[config.mk]
export PLATFORM = sky130hd
export DESIGN_NAME = seq_ctrl_flat
export DESIGN_NICKNAME = d
export VERILOG_FILES = /design/src/rtl/seq_ctrl_if.sv /design/src/rtl/seq_ctrl.sv /design/src/flat_wrapper.sv
export SDC_FILE = /design/constraint.sdc
export NUM_CORES = 1
export LEC_CHECK = 0
export CAP_MARGIN = 20
export CORE_MARGIN = 2
export CORE_UTILIZATION = 35
export DETAILED_ROUTE_END_ITERATION = 10
export PLACE_DENSITY = 0.52
export SYNTH_ARGS = -nofsm -noshare
export SYNTH_HDL_FRONTEND = slang
export SYNTH_SLANG_ARGS = --single-unit
[constraint.sdc]
create_clock -name clk -period 5.6 [get_ports clk]
set_input_delay 1.4 -clock clk [delete_from_list [all_inputs] [get_ports clk]]
set_output_delay 1.4 -clock clk [all_outputs]
set_load 0.03 [all_outputs]
[src/rtl/seq_ctrl_if.sv]
// Host-side command/config bundle and status returns for seq_ctrl.
// SEQ_CTRL_PRESCALE_EN adds the prescale field.
interface seq_ctrl_if #(
   parameter int WIDTH = 4,
   parameter int AW    = 3
`ifdef SEQ_CTRL_PRESCALE_EN
   ,parameter int PRESCALE_W = 8
`endif
);
   logic             cfg_we;
   logic [AW-1:0]    cfg_addr;
   logic [WIDTH-1:0] cfg_data;
   logic [AW-1:0]    cfg_len;
   logic             loop_en;
   logic             start;
   logic             stop;
   logic             hold;
   logic [WIDTH-1:0] count;
   logic [AW-1:0]    idx;
   logic             busy;
   logic             done;
   logic             cfg_err;
`ifdef SEQ_CTRL_PRESCALE_EN
   logic [PRESCALE_W-1:0] prescale;
`endif

   modport master (
`ifdef SEQ_CTRL_PRESCALE_EN
      output prescale,
`endif
      output cfg_we, cfg_addr, cfg_data, cfg_len, loop_en, start, stop, hold,
      input  count, idx, busy, done, cfg_err
   );

   modport slave (
`ifdef SEQ_CTRL_PRESCALE_EN
      input  prescale,
`endif
      input  cfg_we, cfg_addr, cfg_data, cfg_len, loop_en, start, stop, hold,
      output count, idx, busy, done, cfg_err
   );
endinterface

[src/rtl/seq_ctrl.sv]
// Table-driven sequence player: steps a writable value table in one-shot or loop mode.
// Define SEQ_CTRL_PRESCALE_EN to hold each value for prescale+1 cycles.
module seq_ctrl #(
   parameter int WIDTH = 4,
   parameter int DEPTH = 8,
   parameter int AW    = $clog2(DEPTH)
`ifdef SEQ_CTRL_PRESCALE_EN
   ,parameter int PRESCALE_W = 8
`endif
) (
   input  logic      clk,
   input  logic      rst_n,
   seq_ctrl_if.slave bus
);
   typedef enum logic [0:0] {S_IDLE = 1'b0, S_RUN = 1'b1} state_e;

   localparam logic [AW-1:0] IDX_ZERO = {AW{1'b0}};
   localparam logic [AW-1:0] IDX_ONE  = AW'(1'b1);

   state_e           state_q, state_d;
   logic [WIDTH-1:0] tbl_q [DEPTH];
   logic [WIDTH-1:0] count_q, count_d;
   logic [AW-1:0]    idx_q, idx_d;
   logic [AW-1:0]    len_q, len_d;
   logic             busy_q, busy_d;
   logic             done_q, done_d;
   logic             err_q, err_d;
   logic             tick_s;
   logic             wr_ok_s;
   logic [AW-1:0]    idx_inc_s;

`ifdef SEQ_CTRL_PRESCALE_EN
   logic [PRESCALE_W-1:0] pre_q, pre_d;
   logic [PRESCALE_W-1:0] psc_q, psc_d;
   assign tick_s = (pre_q == psc_q);
`else
   assign tick_s = 1'b1;
`endif

   assign wr_ok_s   = bus.cfg_we && !busy_q;
   assign idx_inc_s = idx_q + IDX_ONE;

   always_comb begin
      state_d = state_q;
      case (state_q)
         S_IDLE: begin
            if (!bus.stop && bus.start) state_d = S_RUN;
            else                        state_d = S_IDLE;
         end
         S_RUN: begin
            if (bus.stop)       state_d = S_IDLE;
            else if (bus.start) state_d = S_RUN;
            else if (!bus.hold && tick_s && !(idx_q < len_q) && !bus.loop_en)
                                state_d = S_IDLE;
            else                state_d = S_RUN;
         end
         default: state_d = S_IDLE;
      endcase
   end

   // Datapath next values; stop only changes state, so count/idx hold.
   always_comb begin
      count_d = count_q;
      idx_d   = idx_q;
      len_d   = len_q;
      done_d  = 1'b0;
      err_d   = bus.cfg_we && busy_q;
      busy_d  = (state_d == S_RUN);
`ifdef SEQ_CTRL_PRESCALE_EN
      pre_d   = pre_q;
      psc_d   = psc_q;
`endif
      if (bus.stop) begin
         count_d = count_q;
      end else if (bus.start) begin
         len_d   = bus.cfg_len;
         idx_d   = IDX_ZERO;
         count_d = tbl_q[0];
`ifdef SEQ_CTRL_PRESCALE_EN
         pre_d   = {PRESCALE_W{1'b0}};
         psc_d   = bus.prescale;
`endif
      end else if (state_q == S_RUN && !bus.hold) begin
         if (tick_s) begin
`ifdef SEQ_CTRL_PRESCALE_EN
            pre_d = {PRESCALE_W{1'b0}};
`endif
            if (idx_q < len_q) begin
               idx_d   = idx_inc_s;
               count_d = tbl_q[idx_inc_s];
            end else if (bus.loop_en) begin
               idx_d   = IDX_ZERO;
               count_d = tbl_q[0];
            end else begin
               done_d  = 1'b1;
            end
         end else begin
`ifdef SEQ_CTRL_PRESCALE_EN
            pre_d = pre_q + {{(PRESCALE_W-1){1'b0}}, 1'b1};
`endif
            done_d = 1'b0;
         end
      end else begin
         done_d = 1'b0;
      end
   end

   always_ff @(posedge clk) begin
      if (!rst_n) begin
         state_q <= S_IDLE;
         count_q <= {WIDTH{1'b0}};
         idx_q   <= IDX_ZERO;
         len_q   <= IDX_ZERO;
         busy_q  <= 1'b0;
         done_q  <= 1'b0;
         err_q   <= 1'b0;
`ifdef SEQ_CTRL_PRESCALE_EN
         pre_q   <= {PRESCALE_W{1'b0}};
         psc_q   <= {PRESCALE_W{1'b0}};
`endif
         for (int i = 0; i < DEPTH; i++) tbl_q[i] <= {WIDTH{1'b0}};
      end else begin
         state_q <= state_d;
         count_q <= count_d;
         idx_q   <= idx_d;
         len_q   <= len_d;
         busy_q  <= busy_d;
         done_q  <= done_d;
         err_q   <= err_d;
`ifdef SEQ_CTRL_PRESCALE_EN
         pre_q   <= pre_d;
         psc_q   <= psc_d;
`endif
         if (wr_ok_s) tbl_q[bus.cfg_addr] <= bus.cfg_data;
      end
   end

   assign bus.count   = count_q;
   assign bus.idx     = idx_q;
   assign bus.busy    = busy_q;
   assign bus.done    = done_q;
   assign bus.cfg_err = err_q;
endmodule

[src/flat_wrapper.sv]
// flat-port wrapper written by rule: the top's interface ports become plain ports
module seq_ctrl_flat 
#(
   parameter int WIDTH = 4,
   parameter int DEPTH = 8,
   parameter int AW    = $clog2(DEPTH)

)
  (clk, rst_n, bus_cfg_we, bus_cfg_addr, bus_cfg_data, bus_cfg_len, bus_loop_en, bus_start, bus_stop, bus_hold, bus_count, bus_idx, bus_busy, bus_done, bus_cfg_err);
  seq_ctrl_if #(.WIDTH(WIDTH), .AW(AW)) bus_i ();
  input  logic clk;
  input  logic rst_n;
  input wire logic [$bits(bus_i.cfg_we)-1:0] bus_cfg_we;
  input wire logic [$bits(bus_i.cfg_addr)-1:0] bus_cfg_addr;
  input wire logic [$bits(bus_i.cfg_data)-1:0] bus_cfg_data;
  input wire logic [$bits(bus_i.cfg_len)-1:0] bus_cfg_len;
  input wire logic [$bits(bus_i.loop_en)-1:0] bus_loop_en;
  input wire logic [$bits(bus_i.start)-1:0] bus_start;
  input wire logic [$bits(bus_i.stop)-1:0] bus_stop;
  input wire logic [$bits(bus_i.hold)-1:0] bus_hold;
  output wire logic [$bits(bus_i.count)-1:0] bus_count;
  output wire logic [$bits(bus_i.idx)-1:0] bus_idx;
  output wire logic [$bits(bus_i.busy)-1:0] bus_busy;
  output wire logic [$bits(bus_i.done)-1:0] bus_done;
  output wire logic [$bits(bus_i.cfg_err)-1:0] bus_cfg_err;
  assign bus_i.cfg_we = bus_cfg_we;
  assign bus_i.cfg_addr = bus_cfg_addr;
  assign bus_i.cfg_data = bus_cfg_data;
  assign bus_i.cfg_len = bus_cfg_len;
  assign bus_i.loop_en = bus_loop_en;
  assign bus_i.start = bus_start;
  assign bus_i.stop = bus_stop;
  assign bus_i.hold = bus_hold;
  assign bus_count = bus_i.count;
  assign bus_idx = bus_i.idx;
  assign bus_busy = bus_i.busy;
  assign bus_done = bus_i.done;
  assign bus_cfg_err = bus_i.cfg_err;
  seq_ctrl #(.WIDTH(WIDTH), .DEPTH(DEPTH), .AW(AW)) u_core (.clk(clk), .rst_n(rst_n), .bus(bus_i));
endmodule
==> results.yml, run 1 <==
logic_synthesis:
  synth_cell_type_count: 36
  synth_top_cells_by_area: "edfxtp_1, dfxtp_1, and2_1, mux4_2, nand2_1"
  synth_simple_gate_area_share_pct: 19.6
  post_synth_fa_ha_maj_area_fraction_pct: 1.72
  synth_seq_cells: 45
  yosys_warnings: 0
  post_synth_mux_area_share_pct: 10.6
  post_synth_inst_count: 175
  post-synth-top-area-fraction_pct: 44.1
  synth_largest_area_cell: "edfxtp_1"
  synth_top_family_by_area: "simple AND/OR/NAND/NOR gates"
  syn-cell-area_um2: 2180
  synthesis.area_per_instance_um2: 12.5
  synth_fp_nets: 195
  portion_of_the_post_synthesis_area_used_by_sequential_elements_pct: 56.0
  synth_compound_gate_area_share_pct: 9.59
  synth-xor-area-share_pct: 0.402
cells_and_area:
  insertedDiodeCount: 0
  stdcell_area_um2: 2580
  post_route_cells_drive_above_1_share_pct: 9.85
  nets: 222
  most-common-layout-cells: "and2_1, edfxtp_1, clkdlybuf4s50_1"
  syn2layout_area_growth_pct: 18.5
  postLayoutCoreUtil_pct: 43.4
global_routing:
  grt_pass1_wl_mm: 7.75
  grt.met3_usage_pct: 4.37
  global_route.usage.met1_pct: 18.4
  antenna_found_initial: 0
  grt_pass1_vias: 1471
  maximum_number_of_pins_on_one_net_before_global_route_repair: 23
  global_route.peak_usage_layer: "met2"
  gr-usage-met2_pct: 24.6
  grt_use_total_pct: 14.7
  grt_remaining_overflow: 0
clock_network:
  cts.path.max_buffers: 2
  postCtsSetupRepairBufs: 0
  hold_buffers: 0
  sink_count: 45
  tritoncts_clock_tree: "done"
  cts_inserted_buffers: 5
  cts.clk_slew.worst_paths_ns: 0.08
  clock_insertion_delay_worst_skew_ns: 0.30
  cts_root_buffer: "clkbuf_8"
  cts.htree.levels: 2
  post_cts_resized: 0
die:
  initial_core_util_pct: 36.6
  ioPinCount: 27
  die_area_um2: 6870
  vertical_die_dimension_um: 82.9
  dieWidth_um: 82.9
  coreArea_um2: 5960
  rows: 28
timing:
  setup_repair_after_global_routing_missed_its_margin: "no"
  setup-violations-final: 0
  worstMarginPinSlew_ns: 0.835
  final-max-slew-violation-count: 0
  max_slew_margin_pct: 44.3
  period_minus_ws_final_ns: 3.54
  finalClockSkew_ns: 0.00730
  fmax_ghz: 0.282
  setup_tns_ns: 0
  final.period_utilization_pct: 63.2
  timing.hold.ws_ns: 0.460
  final_hold_viol_count: 0
critical_path:
  cp-start-kind: "input pin"
  critPathRequiredTime_ns: 5.55
  beginning_of_the_critical_path: "rst_n"
  critical_path.max_fanout: 22
  worst_r2r_path_depth: 6
  endpoint_of_the_worst_setup_timing_path: "u_core.tbl_q[4][2]$_SDFFCE_PN0P_"
  worstPathArrival_ns: 3.49
  timing_worst_setup_path_type: "input pin to flip-flop"
  critical_path.reg2reg.startpoint: "u_core.bus.idx[2]$_SDFFE_PN0P_"
  endpoint_type_of_the_worst_setup_path: "flip-flop"
  reg2reg_setup_slack_ns: 3.41
  reg2reg_to: "u_core.bus.count[3]$_SDFFE_PN0P_"
detailed_routing:
  via_count: 1414
  antenna_left: 0
  dr.pass1.iters: 4
  wl_mm: 4.74
  routedWlPerCell_um: 17.1
  routed_via_density: 5.09
  drt-initial-drc-count: 44
  route.detailed.drc: 0
power_and_ir_drop:
  p_leak_nw: 0.906
  vdd.ir_drop.worst_v: 0.000137
  totalPowerFinal_w: 0.000631
  power_density_nw_per_um2: 244
placement:
  placed_cell_areas_um2: 2500
  io_buffer_count: 26
  gp_routability_congestion: 0.814
  dp.final_hpwl_mm: 3.57
job:
  maxCapViolCount: 0
outcome:
  run_status: "finished clean"
min_path:
  hp-class: "flip-flop to flip-flop"
registers in the layout (all words and copies together), names as in the netlist:
name,flops
u_core.bus.count,4
u_core.bus.idx,3
u_core.bus.done,1
u_core.tbl_q,32
u_core.bus.cfg_err,1
u_core.len_q,3
u_core.state_q,1
how the worst min path moves through the flow:
| stage | startpoint | endpoint | slack, ns | cells after the start |
|---|---|---|---|---|
| after floorplan | u_core.len_q[0]$_SDFFE_PN0P_ | u_core.len_q[0]$_SDFFE_PN0P_ | 0.53 | 2 |
| after global placement | u_core.bus.count[3]$_SDFFE_PN0P_ | u_core.bus.count[3]$_SDFFE_PN0P_ | 0.45 | 2 |
| after detailed placement | u_core.bus.count[3]$_SDFFE_PN0P_ | u_core.bus.count[3]$_SDFFE_PN0P_ | 0.45 | 2 |
| after CTS | u_core.bus.count[3]$_SDFFE_PN0P_ | u_core.bus.count[3]$_SDFFE_PN0P_ | 0.46 | 2 |
| after global routing | u_core.bus.count[3]$_SDFFE_PN0P_ | u_core.bus.count[3]$_SDFFE_PN0P_ | 0.47 | 2 |
| final | u_core.bus.count[3]$_SDFFE_PN0P_ | u_core.bus.count[3]$_SDFFE_PN0P_ | 0.46 | 2 |
layer usage:
layer | routed length (um) | part of all wire, %
met1 | 2130 | 45
met2 | 2320 | 49
met5 | 0 | 0
met4 | 73 | 1.5
met3 | 225 | 4.7
area by class of cell:
cell class              count  area [um2]
clock inverters             3        12.5
inverters                   4        15.0
repair buffers             26         260
flip-flops and latches     45        1220
clock buffers               5        68.8
fillers                   568        3370
well taps                  75        93.8
multi-input cells         120         912
critical path: stages:
cell and delay [ns]:
clkdlybuf4s50_1 0.99, nand2_1 0.15, or3_1 0.46, o21ai_0 0.49
power breakdown:
| group | switching, W | leakage, nW | internal (W) | total (W) |
|---|---|---|---|---|
| Combinational | 0.0000356 | 0.414 | 0.0000296 | 0.0000653 |
| Sequential | 0.00000641 | 0.449 | 0.000367 | 0.000373 |
| Clock | 0.000108 | 0.0430 | 0.0000841 | 0.000193 |
cell families after synthesis:
group,Yosys count
buffers and inverters,10
AO/OA/AOI/OAI,27
adder cells (fa/ha/maj),3
multiplexers,13
flip-flops,45
XOR/XNOR,1
AND/OR/NAND/NOR,76
cell usage after synthesis:
cell type / count
a21boi_1: 6
a311oi_2: 1
and2_1: 32
edfxtp_1: 32
nand4b_1: 1
o21ai_0: 7
mux4_2: 8
ha_1: 3
o211ai_1: 4
inv_1: 4
dfxtp_1: 13
buf_2: 1
nand3b_1: 1
nand2b_4: 1
a31o_1: 1
buf_6: 1
or2b_1: 1
xor2_1: 1
or3_1: 1
o22ai_1: 1
nand2_1: 14
a221o_2: 1
nor2b_1: 3
nor3_2: 1
clkbuf_1: 4
a21o_1: 1
a21oi_1: 3
and3_1: 1
a21oi_2: 1
nand2b_1: 6
nand3_1: 1
a221oi_4: 1
mux2i_1: 5
nor4_1: 1
nor3_1: 1
nor2_1: 11
stage by stage:
stage               worst slack, ns  cells
floorplan                      2.95    175
finish                         2.06    278
detailed placement             1.74    270
global route                   1.92    278
CTS                            2.07    278
global placement               1.85    270
Note: power is estimated with default switching activity, not from simulation.
==> run 2: changes to the inputs <==
--- a/config.mk
+++ b/config.mk
@@ -9,7 +9,7 @@
 export CORE_MARGIN = 2
 export CORE_UTILIZATION = 35
 export DETAILED_ROUTE_END_ITERATION = 10
-export PLACE_DENSITY = 0.52
+export PLACE_DENSITY = 0.54
 export SYNTH_ARGS = -nofsm -noshare
 export SYNTH_HDL_FRONTEND = slang
 export SYNTH_SLANG_ARGS = --single-unit
==> constraint.sdc (replaced) <==
create_clock -name clk -period 3.1 [get_ports clk]
set_input_delay 0.775 -clock clk [delete_from_list [all_inputs] [get_ports clk]]
set_output_delay 0.775 -clock clk [all_outputs]
set_load 0.03 [all_outputs]
==> results.yml, run 2 (synthesis gave the netlist of run 1 again) <==
die:
  die_area_um2: 6870
  ioPinCount: 27
  coreArea_um2: 5960
  initial_core_util_pct: 36.6
  rows: 28
  dieWidth_um: 82.9
  vertical_die_dimension_um: 82.9
critical_path:
  timing_worst_setup_path_type: "input pin to flip-flop"
  worst_r2r_path_depth: 7
  endpoint_type_of_the_worst_setup_path: "flip-flop"
  critical_path.max_fanout: 7
  critPathRequiredTime_ns: 3.04
  worstPathArrival_ns: 2.32
  cp-start-kind: "input pin"
detailed_routing:
  wl_mm: 4.72
  routed_via_density: 5.06
  routedWlPerCell_um: 16.8
  via_count: 1423
  antenna_left: 0
  dr.pass1.iters: 4
  drt-initial-drc-count: 72
  route.detailed.drc: 0
job:
  maxCapViolCount: 0
timing:
  fmax_ghz: 0.421
  setup_tns_ns: 0
  setup_repair_after_global_routing_missed_its_margin: "no"
  final_hold_viol_count: 0
  worstMarginPinSlew_ns: 0.572
  final.period_utilization_pct: 76.7
  finalClockSkew_ns: 0.00771
  period_minus_ws_final_ns: 2.38
  max_slew_margin_pct: 61.5
  final-max-slew-violation-count: 0
  final.setup.worst_slack_ns: 0.722
  setup-violations-final: 0
placement:
  dp.final_hpwl_mm: 3.57
  gp_routability_congestion: 0.760
  io_buffer_count: 26
  place_ws_ns: 0.413
clock_network:
  tritoncts_clock_tree: "done"
  cts.clk_slew.worst_paths_ns: 0.08
  postCtsSetupRepairBufs: 0
  post_cts_resized: 0
  cts.htree.levels: 2
  cts.path.max_buffers: 2
  cts_root_buffer: "clkbuf_8"
  hold_buffers: 0
  cts_inserted_buffers: 5
  sink_count: 45
  clock_insertion_delay_worst_skew_ns: 0.30
global_routing:
  maximum_number_of_pins_on_one_net_before_global_route_repair: 22
  grt_remaining_overflow: 0
  grt_pass1_wl_mm: 7.66
  grt_pass1_vias: 1488
  antenna_found_initial: 0
  grt_use_total_pct: 14.6
cells_and_area:
  post_route_cells_drive_above_1_share_pct: 12.1
  insertedDiodeCount: 0
  number_of_flip_flops_in_the_largest_register: 32
  nets: 225
  max_flop_register: "u_core.tbl_q"
  syn2layout_area_growth_pct: 22.0
  most-common-layout-cells: "and2_1, edfxtp_1, clkdlybuf4s50_1"
  postLayoutCoreUtil_pct: 44.6
power_and_ir_drop:
  totalPowerFinal_w: 0.00131
  vdd.ir_drop.worst_v: 0.000203
  p_leak_nw: 0.947
  power_density_nw_per_um2: 494
min_path:
  hold-path-cell-count: 2
  hp-class: "flip-flop to flip-flop"
outcome:
  run_status: "finished clean"
## run 2: worst max-delay path: stages
cell and delay, ns:
clkdlybuf4s50_1 0.48, nand2_1 0.08, or3_1 0.45, o21ai_0 0.53
## run 2: area by class of cell
type,count,area [um2]
fill,560,3300
timing repair buffer,29,283
sequential,45,1220
clock buffer,5,68.8
multi-input combinational,120,912
tap,75,93.8
inverter,4,15.0
clock inverter,3,65.1
## run 2: worst paths after layout
| kind | startpoint | endpoint | slack, ns |
|---|---|---|---|
| max | rst_n | u_core.tbl_q[6][3]$_SDFFCE_PN0P_ | 0.72 |
| min | u_core.bus.count[1]$_SDFFE_PN0P_ | u_core.bus.count[1]$_SDFFE_PN0P_ | 0.45 |
| max reg2reg | u_core.bus.idx[0]$_SDFFE_PN0P_ | u_core.bus.count[0]$_SDFFE_PN0P_ | 1.13 |
| min reg2reg | u_core.bus.count[1]$_SDFFE_PN0P_ | u_core.bus.count[1]$_SDFFE_PN0P_ | 0.45 |
## run 2: report_power, final
group          internal (W)  switching [W]  total [W]  leakage, nW
logic             0.0000558      0.0000673   0.000123        0.430
registers          0.000663     0.00000897   0.000672        0.449
clock network      0.000320       0.000197   0.000517       0.0681
## run 2: metrics by stage
stage	cell area, um2	std cells	hold WS (ns)
3_5_place_dp	2520	273	0.447
2_1_floorplan	2180	175	0.530
6_report	2660	281	0.454
5_1_grt	2660	281	0.474
4_1_cts	2660	281	0.459
3_3_place_gp	2520	273	0.442
## run 2: layer usage
| layer | part of all wire, % | vias to the layer above | routed length, um | global-route usage [%] |
|---|---|---|---|---|
| met5 | 0 | - | 0 | 0 |
| li1 | - | 692 | - | - |
| met4 | 1.3 | 0 | 62 | 4.02 |
| met3 | 3.7 | 6 | 176 | 3.68 |
| met2 | 52 | 30 | 2440 | 25.6 |
| met1 | 43 | 695 | 2040 | 17.8 |
